--- src/rtl/arm_mem_pkg.sv ---
// rtl/arm_mem_pkg.sv - shared types and default constants for the memory stage
package arm_mem_pkg;

  // Memory-stage sequencer states
  typedef enum logic [1:0] {
    IDLE = 2'd0,
    BUSY = 2'd1,
    DONE = 2'd2
  } mem_state_e;

  // Byte address of data-memory word 0 and word-address width on the bus
  localparam int unsigned MEM_BASE_DEF = 1024;
  localparam int unsigned ADDR_W_DEF   = 16;

endpackage

--- src/rtl/mem_wb_reg.sv ---
// rtl/mem_wb_reg.sv - MEM/WB pipeline register with load and bubble controls
module mem_wb_reg (
  input  logic        clk,
  input  logic        rst,
  input  logic        load,
  input  logic        bubble,
  input  logic        data_load,
  input  logic        wb_en_i,
  input  logic        mem_r_en_i,
  input  logic [31:0] alu_res_i,
  input  logic [31:0] mem_data_i,
  input  logic [3:0]  dest_i,
  output logic        wb_en_o,
  output logic        mem_r_en_o,
  output logic [31:0] alu_res_o,
  output logic [31:0] mem_data_o,
  output logic [3:0]  dest_o
);

  logic        wb_en_q;
  logic        mem_r_en_q;
  logic [31:0] alu_res_q;
  logic [31:0] mem_data_q;
  logic [3:0]  dest_q;

  // Bubble clears the enables; load captures the instruction, and the load data only when asked
  always_ff @(posedge clk or negedge rst) begin
    if (!rst) begin
      wb_en_q    <= 1'b0;
      mem_r_en_q <= 1'b0;
      alu_res_q  <= '0;
      mem_data_q <= '0;
      dest_q     <= '0;
    end else if (bubble) begin
      wb_en_q    <= 1'b0;
      mem_r_en_q <= 1'b0;
    end else if (load) begin
      wb_en_q    <= wb_en_i;
      mem_r_en_q <= mem_r_en_i;
      alu_res_q  <= alu_res_i;
      dest_q     <= dest_i;
      if (data_load) begin
        mem_data_q <= mem_data_i;
      end
    end
  end

  assign wb_en_o    = wb_en_q;
  assign mem_r_en_o = mem_r_en_q;
  assign alu_res_o  = alu_res_q;
  assign mem_data_o = mem_data_q;
  assign dest_o     = dest_q;

endmodule

--- src/rtl/mem_stage_ctrl.sv ---
// rtl/mem_stage_ctrl.sv - memory-stage sequencer: bus handshake, pipeline freeze, writeback feed
module mem_stage_ctrl
  import arm_mem_pkg::*;
#(
  parameter int unsigned MEM_BASE = MEM_BASE_DEF,
  parameter int unsigned ADDR_W   = ADDR_W_DEF
) (
  input  logic              clk,
  input  logic              rst,
  input  logic              WB_EN,
  input  logic              MEM_R_EN,
  input  logic              MEM_W_EN,
  input  logic [31:0]       ALU_Res,
  input  logic [31:0]       Val_Rm,
  input  logic [3:0]        Dest,
  output logic              freeze,
  output logic              mem_req,
  output logic              mem_we,
  output logic [ADDR_W-1:0] mem_addr,
  output logic [31:0]       mem_wdata,
  input  logic              mem_ack,
  input  logic [31:0]       mem_rdata,
  output logic              WB_EN_out,
  output logic              MEM_R_EN_out,
  output logic [31:0]       ALU_Res_out,
  output logic [31:0]       Mem_data_out,
  output logic [3:0]        Dest_out
);

  mem_state_e        state_q;
  logic              req_q;
  logic              we_q;
  logic [ADDR_W-1:0] addr_q;
  logic [31:0]       wdata_q;
  logic [31:0]       rdata_q;

  logic              access;
  logic              stall;
  logic [31:0]       offset;
  logic [ADDR_W-1:0] addr_d;
  logic              wb_load;
  logic              wb_data_load;
  logic              wb_en_d;

  // A store wins when both request bits are set, so MEM_W_EN alone selects write
  assign access = MEM_R_EN | MEM_W_EN;
  assign offset = ALU_Res - 32'(MEM_BASE);
  // Byte offset to word index; addresses below the base simply wrap
  assign addr_d = ADDR_W'(offset >> 2);

  // Sequencer: start the bus access from IDLE, wait for ack in BUSY, retire in DONE
  always_ff @(posedge clk or negedge rst) begin
    if (!rst) begin
      state_q <= IDLE;
      req_q   <= 1'b0;
      we_q    <= 1'b0;
      addr_q  <= '0;
      wdata_q <= '0;
      rdata_q <= '0;
    end else begin
      case (state_q)
        IDLE: begin
          if (access) begin
            we_q    <= MEM_W_EN;
            addr_q  <= addr_d;
            wdata_q <= Val_Rm;
            req_q   <= 1'b1;
            state_q <= BUSY;
          end
        end
        BUSY: begin
          if (mem_ack) begin
            if (!we_q) begin
              rdata_q <= mem_rdata;
            end
            req_q   <= 1'b0;
            state_q <= DONE;
          end
        end
        DONE: begin
          state_q <= IDLE;
        end
        default: begin
          req_q   <= 1'b0;
          state_q <= IDLE;
        end
      endcase
    end
  end

  // Upstream stages hold while an access is starting or outstanding
  assign stall        = ((state_q == IDLE) && access) || (state_q == BUSY);
  assign freeze       = rst & stall;
  assign wb_load      = ((state_q == IDLE) && !access) || (state_q == DONE);
  assign wb_data_load = (state_q == DONE) && !we_q;
  assign wb_en_d      = WB_EN & ~MEM_W_EN;

  assign mem_req   = req_q;
  assign mem_we    = we_q;
  assign mem_addr  = addr_q;
  assign mem_wdata = wdata_q;

  mem_wb_reg u_mem_wb_reg (
    .clk        (clk),
    .rst        (rst),
    .load       (wb_load),
    .bubble     (stall),
    .data_load  (wb_data_load),
    .wb_en_i    (wb_en_d),
    .mem_r_en_i (MEM_R_EN),
    .alu_res_i  (ALU_Res),
    .mem_data_i (rdata_q),
    .dest_i     (Dest),
    .wb_en_o    (WB_EN_out),
    .mem_r_en_o (MEM_R_EN_out),
    .alu_res_o  (ALU_Res_out),
    .mem_data_o (Mem_data_out),
    .dest_o     (Dest_out)
  );

endmodule

--- config.mk ---
export PLATFORM = sky130hd
export DESIGN_NAME = mem_stage_ctrl
export DESIGN_NICKNAME = d
export VERILOG_FILES = /design/src/rtl/arm_mem_pkg.sv /design/src/rtl/mem_wb_reg.sv /design/src/rtl/mem_stage_ctrl.sv
export SDC_FILE = /design/constraint.sdc
export NUM_CORES = 1
export LEC_CHECK = 0
export ABC_AREA = 1
export CORE_ASPECT_RATIO = 1.2
export CORE_MARGIN = 5
export CORE_UTILIZATION = 40
export DETAILED_ROUTE_END_ITERATION = 16
export GPL_ROUTABILITY_DRIVEN = 1
export PLACE_DENSITY = 0.88
export SYNTH_ARGS = -nofsm -noshare
export SYNTH_HDL_FRONTEND = slang
export SYNTH_SLANG_ARGS = --single-unit
--- constraint.sdc ---
create_clock -name clk -period 1.3 [get_ports clk]
set_input_delay 0.13 -clock clk [delete_from_list [all_inputs] [get_ports clk]]
set_output_delay 0.13 -clock clk [all_outputs]
set_load 0.02 [all_outputs]
# ---- Yosys cells after proc, flatten, opt, wreduce, memory -nomap -nowiden
# Index checks and enable logic that the tools add are counted.
dict set report word_totals {
  regBits 154
  latch_bits 0
  ramBits 0
  rom_bits 0
  input_bits 106
  output_inout_bits 121
  word_cells 48
  n_memories 0
}
dict set report op_classes {
  add_sub_neg 1
  multipliers 0
  div_mod_pow 0
  n_lt_le_gt_ge 0
  n_eq_ne 4
  shifts 0
  mux 10
  n_bitwise 7
  n_reduce_logical 15
}
# op count
set ops {}
lappend ops {{$sub 18x11->18 const B} 1}
lappend ops {{$reduce_and 3->1} 3}
lappend ops {{$mux 1} 6}
lappend ops {{$reduce_and 2->1} 3}
lappend ops {{$mux 2} 2}
lappend ops {{$ne 2x2->1 const B} 2}
lappend ops {{$not 1->1} 4}
lappend ops {{$pmux 2 s2} 1}
lappend ops {{$logic_and 1x1->1} 3}
lappend ops {{$pmux 1 s3} 1}
lappend ops {{$and 1x1->1} 2}
lappend ops {{$eq 2x1->1 const B} 1}
lappend ops {{$eq 2x2->1 const B} 1}
lappend ops {{$logic_not 1->1} 2}
lappend ops {{$logic_not 2->1} 1}
lappend ops {{$logic_or 1x1->1} 2}
lappend ops {{$reduce_bool 2->1} 1}
lappend ops {{$or 1x1->1} 1}

# ---- Logic depth before layout (Yosys ltp)
# Gate-level depths: netlist of the first run.
dict set report logic_depth {
  word_depth 6
  mapped_depth 8
  depth_no_buf 8
}

# ---- Hierarchy
# From an unflattened synthesis of the first run, not the netlist that was laid out.
dict set report unflattened {
  hier_cells 706
  area_unflattened_um2 6294.8
}
# mod instances cells_each area_per_inst_um2
set modules_own_cells {}
lappend modules_own_cells {mem_stage_ctrl 1 397 3455.8}
lappend modules_own_cells {mem_wb_reg 1 309 2839.0}

# ---- Worst setup path after synthesis of the first run
# Ideal clock, no wire load.
dict set report synth_timing {
  path_type {reg-to-output}
  from {reg state_q[1]}
  to {out freeze}
  arrival_ns 1.126
  required_ns 1.170
  slack_ns 0.044
  stages_incl_launch_ff 4
  n_path_buf 0
  path_cell_list {dfrtp_1 inv_2 nand2_1 a21boi_0}
}
dict set report synth_via {
  elab_chain_cells 4
}
# item line_no
set synth_rtl {}
lappend synth_rtl {{start, declared} mem_stage_ctrl.sv:30} ;# mem_state_e state_q;
lappend synth_rtl {{start signal, assigned} mem_stage_ctrl.sv:54} ;# state_q <= IDLE;
lappend synth_rtl {{start signal, assigned} mem_stage_ctrl.sv:68} ;# state_q <= BUSY;
lappend synth_rtl {{start signal, assigned} mem_stage_ctrl.sv:77} ;# state_q <= DONE;
lappend synth_rtl {{$logic_not 2->1} mem_stage_ctrl.sv:92} ;# assign stall = ((state_q == IDLE) && access) || (state_q == BUSY);
lappend synth_rtl {{$logic_and 1x1->1} mem_stage_ctrl.sv:92}
lappend synth_rtl {{$logic_or 1x1->1 (*)} mem_stage_ctrl.sv:92}
lappend synth_rtl {{$and 1x1->1 (*)} mem_stage_ctrl.sv:93} ;# assign freeze = rst & stall;
lappend synth_rtl {{end, declared} mem_stage_ctrl.sv:16} ;# output logic freeze,
# Every way passes the cells marked *; elsewhere a longest branch is shown, timed or not.

# ---- Worst setup path after layout of the first run
dict set report layout_timing {
  from {reg state_q[0]}
  to {reg u_mem_wb_reg.mem_data_q[11] (netlist: u_mem_wb_reg.mem_data_o[11])}
}
dict set report layout_via {
  elab_chain_cells 5
}
# item line_no
set layout_rtl {}
lappend layout_rtl {{$logic_not 2->1} {mem_stage_ctrl.sv:92, mem_stage_ctrl.sv:94}}
lappend layout_rtl {{$logic_and 1x1->1} mem_stage_ctrl.sv:92}
lappend layout_rtl {{$logic_or 1x1->1} mem_stage_ctrl.sv:92}
lappend layout_rtl {{$not 1->1 (no source line)} -}
lappend layout_rtl {{$reduce_and 3->1 (no source line) (*)} -}
lappend layout_rtl {{end signal, assigned} mem_wb_reg.sv:43} ;# mem_data_q <= mem_data_i;
lappend layout_rtl {{end, declared} mem_wb_reg.sv:23} ;# logic [31:0] mem_data_q;
# Marks and branches as above.
# A chain may end at the register's enable or synchronous reset.

==> results of run 1 <==
layout by cell type, fill, tap and decap left out, types with 3 or more instances in the layout:
master             n
clkbuf_16         26
nand2_4           67
clkinv_4           3
nor2_4             3
buf_4             21
nor2_1             8
buf_12            16
buf_16             6
nor2_2             4
clkdlybuf4s15_1   22
dlygate4sd2_1     73
inv_2              3
o21ai_0           29
dfrtp_1          154
nand3_2           14
inv_1             19
nand2_1          159
clkdlybuf4s50_1  104
clkbuf_8           6
o21ai_2           16
nand3_1           47
o21ai_1           21
buf_6             16
nand2_2           85
clkbuf_2          25
power by group:
part           switching (mW)  leakage [nW]  internal [mW]
combinational            8.03          3.35           5.81
clock                    1.99         0.303           3.15
sequential               1.94          1.92           7.07
per-stage QoR:
stage          util, %  setup TNS, ps  total power [mW]
2_1_floorplan        -              0             13.71
3_3_place_gp     58.59         -22590             19.13
3_5_place_dp     58.59         -26360             19.51
4_1_cts          65.69          -8631             24.79
5_1_grt          72.21         -28510             29.38
6_report         72.21         -19850             27.99
worst min-delay path by stage:
stage               startpoint                     endpoint  depth (start not counted)
global route        Val_Rm[15]                mem_wdata[15]                          3
CTS                 Val_Rm[15]                mem_wdata[15]                          3
detailed placement         rst  u_mem_wb_reg.mem_data_o[31]                          3
floorplan                  rst                  mem_addr[0]                          0
global placement           rst   u_mem_wb_reg.mem_data_o[7]                          3
finish              Val_Rm[15]                mem_wdata[15]                          3
worst min-delay path: stages:
cell and delay [ps]:
clkdlybuf4s50_1 390, nand2_1 60, nand2_1 40
metal layers:
layer	share of wire, %	wire length [um]
met4	5.2	1227
met1	34	8045
met3	7.1	1681
met2	54	12840
met5	0	0
sequential cells by signal, summed over array words and instances, names as in the netlist:
name / cells
u_mem_wb_reg.dest_o: 4
u_mem_wb_reg.mem_r_en_o: 1
rdata_q: 32
u_mem_wb_reg.alu_res_o: 32
u_mem_wb_reg.mem_data_o: 32
mem_we: 1
mem_wdata: 32
u_mem_wb_reg.wb_en_o: 1
mem_addr: 16
state_q: 2
mem_req: 1
area by class of cell:
type	instances	area [um2]	area share (%)
Sequential cell	154	3854	35.68
Inverter	24	100.1	0.9267
Timing Repair Buffer	296	3147	29.13
Antenna cell	1	2.502	0.02317
Clock inverter	8	107.6	0.9962
Clock buffer	24	511.7	4.738
Tap cell	204	255.2	2.363
Multi-Input combinational cell	461	2824	26.14
timing repair:
item                                   CTS  global route
hold buffers                             1             0
setup endpoints to repair              227           243
gates resized for setup                213           332
pin swaps                                5            23
endpoints found under the hold margin   92             0
buffers inserted                        13             5
gates cloned                             9            11
kinds of logic (layout without fill, tap and decap cells):
kind of cell             after synthesis  count (layout)  share of synthesized area (%)
buffers and inverters                 61             352                          4.477
flip-flops                           154             154                          63.54
other                                  0               1                              0
AO/OA/AOI/OAI                         70              70                          5.839
AND/OR/NAND/NOR                      390             390                          25.93
adder cells (fa/ha/maj)                1               1                         0.2063
==> impl_results.md, run 1 <==
- Global-route wire length before repair: 30380 um
- Critical path class: register to register
- Row count: 49
- # fillers: 1002
- Highest Clock Rate: 658.0 MHz
- Req. time, crit path: 1570 ps
- Worst slew margin: 62.04%
- Worst hold slack: 250.6 ps
- Peak VDD IR: 1247 uV
- Stages on the worst setup path: 7
- Cell family with most CP delay: buffers and inverters
- R2r worst-path depth: 7
- Yosys warns: 0
- Arr. time, crit path: 1790 ps
- Final RePlAce weighted congestion: 0.8210
- Final ANT Viol Nets: 0
- Setup crit start: state_q[0]
- Initial DRC Count: 324
- Post-synthesis sequential area ratio: 63.54%
- Worst-Margin Slew: 569.4 ps
- CTS H-tree lvls: 4
- Initial core utilization: 40.54%
- Final setup viols: 155
- Die height: 144.9 um
- Synthesized area: 6065 um2
- Lkg Pwr: 5.575 nW
- Commonest cells post-synth: 309 x nand2_1, 154 x dfrtp_1, 66 x o21ai_0, 61 x nand3_1
- CTS Buffer Depth: 2
- WL final: 23790 um
- Unrepaired setup endpoints after global routing: true
- Die width: 122.4 um
- Flops & latches, synth: 154
- Mapped Cells: 676
- Startpoint Class: register
- Die area: 17730 um2
- IO Count: 227
- Endpoint class of the critical path: register
- Nets: 1061
- Final Hold Viols: 0
- Post-synth EDFFs: 0
- Setup WS post-layout: -219.9 ps
- Worst Hold Class: input pin to register
- Worst setup path end: u_mem_wb_reg.mem_data_o[11]
- Core ar.: 14960 um2
- Pre-antenna DRT Iters: 5
- Reg2reg end: u_mem_wb_reg.mem_data_o[11]
- Vias in the first global route: 5920
- Vias per cell: 5.198
- Clock transition at the registers of the reported paths: 60 ps
- R2R setup slack: -220 ps
- Most used routing layer: met2
- Largest net degree at the start of global routing: 93
- HPWL after DPL: 12830 um
- Clock root cell: clkbuf_16
- Wirelength per Cell: 20.30 um
- GR Util met1: 24.17%
- Placed cells: 1104
- Area post-placement: 8765 um2
- Violated checks: setup timing
- # Max-Cap Violations: 0
- Slowest cell on crit path: dfrtp_1
- Crit path cell chain: buf_6 -> inv_8 -> nand2_8 -> buf_12 -> buf_4 -> o21ai_1 -> nand2_2
- Top FF cell, synth: dfrtp_1
- CTS Buf Count: 17
- Synth area leaders: dfrtp_1 64%, nand2_1 19%, o21ai_0 5.4%, nand3_1 5.0%, buf_2 1.6%
- Total track usage: 22.29%
- Total overflow reported by the global router: 0
- CP max stage delay: 420 ps
- Mean Syn Cell Area: 8.971 um2
- Post-Layout Cell Count: 1172
- Grt met3 use: 6.921%
- Top-count cell post-synth: nand2_1
- Power per cell area: 2592 nW/um2
- Status: finished, violations left
- Drt drc: 0
- Post-synthesis cell type count: 19
- Post-layout min period: 1520 ps
- Initial antenna violation count: 1
- Syn-to-layout area delta: 78.11%
- Vias: 6092
- Dpl ws: -421.5 ps
- Syn_nets: 783
- Worst Path Max Fanout: 10
- Top cell type by total area after synthesis: dfrtp_1
- Critical R2R Launch: state_q[0]
- Critical path buffers and inverters: 4
- Layout cells sized above 1: 33.61%
- Met2 Use GR: 38.94%
- Final period util: 116.9%
- Area share of the largest cell type after synthesis: 63.54%
- Async S/R FF share, synth: 100.0%
- I/O Buffers: 226
- Skew final: 9.102 ps
- Final slew viol count: 0
- Final instance area: 10800 um2
- Skew-Pair Late Insertion Delay: 410 ps
- Sink Count: 154
- CTS tree: yes
Power figures use the tool's default switching activity.
==> run 2, diff against run 1 <==
- CORE_UTILIZATION: 40 -> 44
- PLACE_DENSITY: 0.88 -> 0.92
- clock period: 1.3 -> 1.59 ns (I/O delays scaled with it)
==> run 2 against run 1 <==
- the run now ends clean
- clock power is 24% lower
- sequential power is 25% lower
- sequential share of layout area is 5.7 points higher
- routed wire length is 27% lower
- final area is 14% lower
- clock skew hardly changed
- global-route usage is 0.56 points lower
- critical path type is now register to output port
- largest cell class unchanged
==> impl_results.md, run 2 (synthesis results as in run 1) <==
- Status: complete, no violations (was finished, violations left)
- CTS Buffer Depth: 2 (unchanged)
- Cell family with most CP delay: buffers and inverters (unchanged)
- Global-route wire length before repair: 27900 um (was 30380 um)
- Lkg Pwr: 5.047 nW (was 5.575 nW)
- Worst hold path depth: 3 (unchanged)
- Finished Core Util: 68.32% (was 72.21%)
- Initial core utilization: 44.45% (was 40.54%)
- Clock transition at the registers of the reported paths: 70 ps (was 60 ps)
- R2R setup slack: 80 ps (was -220 ps)
- Setup crit start: u_mem_wb_reg.mem_data_o[27] (was state_q[0])
- Sum Neg Setup Slack: 0 ps (was -19850 ps)
- Worst hold slack: 276.0 ps (was 250.6 ps)
- Setup WS post-layout: 32.30 ps (was -219.9 ps)
- Vias: 5472 (was 6092)
- Req. time, crit path: 1430 ps (was 1570 ps)
- Final RePlAce weighted congestion: 0.8237 (was 0.8210)
- Initial DRC Count: 431 (was 324)
- Unrepaired setup endpoints after global routing: true (unchanged)
- # Max-Cap Violations: 0 (unchanged)
- Dpl ws: -244.4 ps (was -421.5 ps)
- # fillers: 1019 (was 1002)
- CP max stage delay: 640 ps (was 420 ps)
- Die width: 117.2 um (was 122.4 um)
- Total track usage: 21.73% (was 22.29%)
- Highest metal used: met4 (unchanged)
- Highest Clock Rate: 642.0 MHz
- Worst-Margin Slew: 824.1 ps (was 569.4 ps)
- Worst slew margin: 45.06% (was 62.04%)
- HPWL after DPL: 12180 um (was 12830 um)
- Slowest cell on crit path: clkdlybuf4s50_1 (was dfrtp_1)
- Largest net degree at the start of global routing: 155 (was 93)
- Nets: 1015 (was 1061)
- Post-Layout Cell Count: 1092 (was 1172)
- Power per cell area: 2100 nW/um2 (was 2592 nW/um2)
- Arr. time, crit path: 1400 ps (was 1790 ps)
- Die area: 16240 um2 (was 17730 um2)
- Startpoint Class: register (unchanged)
- Critical R2R Launch: state_q[0] (unchanged)
- Pre-antenna DRT Iters: 4 (was 5)
- WL final: 17400 um (was 23790 um)
- Die height: 138.6 um (was 144.9 um)
- Peak VDD IR: 1236 uV (was 1247 uV)
- Core ar.: 13640 um2 (was 14960 um2)
- Worst Path Max Fanout: 2 (was 10)
- Wirelength per Cell: 15.94 um (was 20.30 um)
- Worst Hold End: mem_wdata[19] (was mem_wdata[15])
- Vias in the first global route: 5622 (was 5920)
- Initial antenna violation count: 0 (was 1)
- Worst Hold Class: input pin to register (unchanged)
- Skew final: 9.596 ps (was 9.102 ps)
- Reg2reg end: mem_addr[2] (was u_mem_wb_reg.mem_data_o[11])
- Commonest non-fill, non-tap cell in the layout: nand2_1 (unchanged)
- R2r worst-path depth: 7 (unchanged)
- CTS Buf Count: 17 (unchanged)
- N_diodes: 0 (was 1)
- Final setup viols: 0 (was 155)
- Drt drc: 0 (unchanged)
- Placed cells: 1058 (was 1104)
- Critical path class: register to output port (was register to register)
- Total overflow reported by the global router: 0 (unchanged)
- Clock root cell: clkbuf_16 (unchanged)
- Row count: 47 (was 49)
- Critical path buffers and inverters: 1 (was 4)
- WL met3: 1299 um (was 1681 um)
- Met2 WL post-DR: 8851 um (was 12840 um)
- Layout cells sized above 1: 7.818% (was 33.61%)
- Syn-to-layout area delta: 53.70% (was 78.11%)
- Sink Count: 154 (unchanged)
- Endpoint class of the critical path: output port (was register)
- M1 wire length: 6564 um (was 8045 um)
- Final Hold Viols: 0 (unchanged)
- Final ANT Viol Nets: 0 (unchanged)
- Post-layout min period: 1558 ps
- Final period util: 97.97%
- I/O Buffers: 226 (unchanged)
- Vias per cell: 5.011 (was 5.198)
- IO Count: 227 (unchanged)
- CTS H-tree lvls: 4 (unchanged)
- Skew-Pair Late Insertion Delay: 410 ps (about the same)
- Most frequent cells in the layout: 309 x nand2_1, 177 x clkdlybuf4s50_1, 154 x dfrtp_1 (was 159 x nand2_1, 154 x dfrtp_1, 104 x clkdlybuf4s50_1)
- CTS tree: yes (unchanged)
- Final slew viol count: 0 (unchanged)
- Crit path cell chain: clkdlybuf4s50_1 (was buf_6 -> inv_8 -> nand2_8 -> buf_12 -> buf_4 -> o21ai_1 -> nand2_2)
- Worst Hold Launch: Val_Rm[19] (was Val_Rm[15])
[run 2: cell types whose count changed in the layout (fill, tap and decap cells not counted), sizes merged, moves of 7 or more]
cell / delta
clkbuf: -39
inv: +7
dlymetal6s2s: +44
dlygate4sd2: -71
buf: -36
clkdlybuf4s50: +73
clkdlybuf4s15: -22
[run 2: worst max-delay path by stage]
stage / to / slack [ps] / depth (start not counted)
CTS: mem_addr[5] / 4 / 1
floorplan: freeze / 300 / 3
global placement: freeze / -200 / 6
detailed placement: freeze / -240 / 6
finish: Mem_data_out[27] / 30 / 1
global route: u_mem_wb_reg.mem_data_o[16] / -30 / 5
[run 2: timing repair]
item                                    CTS  global route
endpoints found under the setup margin   39            55
hold buffers                              1             0
hold endpoints to repair                154             0
resized for setup                        10            48
buffers inserted                          0             1
[run 2: final cells by class]
class                   instances  area, um2  share of cell area (%)
clock buffers                  18      439.2                   4.711
clock inverters                14      128.9                   1.383
inverters                      24      90.09                  0.9664
multi-input cells             461       1944                   20.86
flip-flops and latches        154       3854                   41.34
well taps                     171      214.0                   2.295
repair buffers                250       2651                   28.44
[run 2: where the power goes]
part           switching [mW]  total (mW)  internal [mW]  leakage, nW
Sequential              0.976        6.75           5.77         1.92
Clock                    1.78        3.89           2.11        0.272
Combinational            5.08        8.94           3.85         2.85
Total                    7.84        19.6           11.7         5.05
[run 2: stage by stage]
| step | instance area, um2 | total power, mW |
|---|---|---|
| global placement | 8626 | 15.52 |
| floorplan | 6065 | 11.21 |
| detailed placement | 8626 | 15.87 |
| global route | 9321 | 20.82 |
| finish | 9321 | 19.57 |
| CTS | 9204 | 19.83 |
[run 2: routing by layer]
| metal | vias to the layer above | global-route usage [%] |
|---|---|---|
| met5 | - | 0 |
| met4 | 0 | 9.903 |
| met3 | 42 | 6.809 |
| met2 | 226 | 36.20 |
| met1 | 2608 | 25.22 |
| li1 | 2596 | - |
==> run 3, diff against run 2 <==
- CORE_ASPECT_RATIO: 1.2 -> not set
==> run 3 against run 2 <==
- clock power grew 8.5%
- via count decreased by 1.1%
- final area rose by 0.47%
- sequential power about the same
- non-clock buffer count grew 5
- first-iteration DRC count fell by 12%
- highest routed layer unchanged
==> impl_results.md, run 3 (synthesis results as in run 1) <==
- Startpoint Class: register (unchanged)
- Lkg Pwr: 5.186 nW (was 5.047 nW)
- Req. time, crit path: 1430 ps (about the same)
- Worst hold slack: 275.0 ps (was 276.0 ps)
- Status: complete, no violations (unchanged)
- Switching Fraction: 39.17% (was 40.04%)
- Initial DRC Count: 381 (was 431)
- Pre-antenna DRT Iters: 6 (was 4)
- Skew final: 9.315 ps (was 9.596 ps)
- Power share of the combinational group: 44.1% (was 45.7%)
- Final slew viol count: 0 (unchanged)
- IO Count: 227 (unchanged)
- CTS H-tree lvls: 4 (unchanged)
- Clock transition at the registers of the reported paths: 60 ps (was 70 ps)
- Postcts setup bufs: 0 (unchanged)
- Finished Core Util: 68.26% (was 68.32%)
- Worst slew margin: 46.01% (was 45.06%)
- Vias in the first global route: 5600 (was 5622)
- Worst-Margin Slew: 809.9 ps (was 824.1 ps)
- Crit path cell chain: clkdlybuf4s50_1 (unchanged)
- Die width: 127.4 um (was 117.2 um)
- Wirelength per Cell: 16.08 um (was 15.94 um)
- Peak VDD IR: 1230 uV (was 1236 uV)
- Total overflow reported by the global router: 0 (unchanged)
- Worst Path Max Fanout: 2 (unchanged)
- Highest Clock Rate: 643.6 MHz (was 642.0 MHz)
- Commonest non-fill, non-tap cell in the layout: nand2_1 (unchanged)
- CP max stage delay: 640 ps (about the same)
- P_int: 11.96 mW (was 11.74 mW)
- Sink Count: 154 (unchanged)
- Initial antenna violation count: 0 (unchanged)
- CTS tree: yes (unchanged)
- Final setup viols: 0 (unchanged)
- Row count: 43 (was 47)
- WL final: 17770 um (was 17400 um)
- Sum Neg Setup Slack: 0 ps (unchanged)
- Final period util: 97.71% (was 97.97%)
- Final RePlAce weighted congestion: 0.8674 (was 0.8237)
- Power per cell area: 2100 nW/um2 (about the same)
- Die area: 16230 um2 (was 16240 um2)
- Final ANT Viol Nets: 0 (unchanged)
- Flop pwr share: 34.5% (about the same)
- Nets: 1020 (was 1015)
- CTS Buffer Depth: 2 (unchanged)
- Vias per cell: 4.900 (was 5.011)
- Largest net degree at the start of global routing: 155 (unchanged)
- Core ar.: 13720 um2 (was 13640 um2)
- Cell family with most CP delay: buffers and inverters (unchanged)
- Clock root cell: clkbuf_16 (unchanged)
- I/O Buffers: 226 (unchanged)
- Critical path class: register to output port (unchanged)
- Initial core utilization: 44.20% (was 44.45%)
- Slowest cell on crit path: clkdlybuf4s50_1 (unchanged)
- Power Total: 19.67 mW (was 19.57 mW)
- Most frequent cells in the layout: 309 x nand2_1, 155 x clkdlybuf4s50_1, 154 x dfrtp_1 (was 309 x nand2_1, 177 x clkdlybuf4s50_1, 154 x dfrtp_1)
- Critical path buffers and inverters: 1 (unchanged)
- Clock share of power: 21.4% (was 19.9%)
- Unrepaired setup endpoints after global routing: false (was true)
- CTS Buf Count: 17 (unchanged)
- Global-route wire length before repair: 28270 um (was 27900 um)
- Sw power: 7.703 mW (was 7.837 mW)
- Final Hold Viols: 0 (unchanged)
- Vias: 5414 (was 5472)
- Post-layout min period: 1554 ps (was 1558 ps)
- Total track usage: 22.16% (was 21.73%)
- Layout cells sized above 1: 8.108% (was 7.818%)
- N_diodes: 0 (unchanged)
- Skew-Pair Late Insertion Delay: 420 ps (was 410 ps)
- HPWL after DPL: 12500 um (was 12180 um)
- Drt drc: 0 (unchanged)
- Die height: 127.4 um (was 138.6 um)
- Endpoint class of the critical path: output port (unchanged)
- Arr. time, crit path: 1390 ps (was 1400 ps)
- Syn-to-layout area delta: 54.43% (was 53.70%)
- # Max-Cap Violations: 0 (unchanged)
- Worst Hold Class: input pin to register (unchanged)
-- run 3: cell types whose count changed in the layout (fill, tap and decap cells not counted), moves of 2 or more --
cell and delta:
inv_8 -3, inv_6 -2, bufinv_16 +3, dlymetal6s2s_1 +8, buf_12 -4, buf_4 +11
clkdlybuf4s50_1 -22, dlygate4sd2_1 +15
-- run 3: final cells by class --
cell class              instances  area (um2)
clock inverters                12       163.9
well taps                     180       225.2
flip-flops and latches        154        3854
clock buffers                  19       452.9
multi-input cells             461        1939
repair buffers                255        2640
inverters                      24       90.09
fillers                      1036        4354
-- run 3: repair_timing --
action,CTS,global route
hold endpoints to repair,154,0
hold buffers,1,0
endpoints found under the setup margin,18,53
gates resized for setup,22,54
gates cloned,0,0
pin swaps,0,1
-- run 3: metal layers --
layer	GRT usage, %	share of wire (%)
met3	7.943	8.6
met4	9.022	2.8
met1	26.20	38
met2	36.85	51
met5	0	0
-- run 3: power groups by stage --
| stage | clock network [mW] | logic (mW) | registers [mW] |
|---|---|---|---|
| final | 4.22 | 8.67 | 6.78 |
| after global routing | 4.47 | 9.43 | 7.01 |
| after CTS | 4.29 | 8.87 | 6.81 |
| after detailed placement | 0 | 8.96 | 6.82 |
| after global placement | 0 | 8.67 | 6.76 |
| after floorplan | 0 | 2.69 | 8.51 |
-- run 3: worst paths after layout --
| kind | startpoint | end | slack (ps) | cells past startpoint |
|---|---|---|---|---|
| worst max-delay path | u_mem_wb_reg.wb_en_o | WB_EN_out | 40 | 1 |
| worst max register to register | state_q[1] | u_mem_wb_reg.mem_data_o[24] | 140 | 7 |
| max in group asynchronous | rst | rdata_q[30] | 540 | 3 |
| worst min-delay path | Val_Rm[13] | mem_wdata[13] | 270 | 3 |
| worst min register to register | mem_wdata[13] | mem_wdata[13] | 470 | 2 |
| min in group asynchronous | rst | u_mem_wb_reg.alu_res_o[0] | 460 | 3 |
-- run 3: stage by stage --
step	instances	instance area [um2]	worst slack, ps
CTS	1105	9233	0.3674
floorplan	676	6065	304.9
global route	1105	9365	1.236
global placement	1073	8632	-125.8
detailed placement	1073	8632	-181.8
finish	1105	9365	36.35
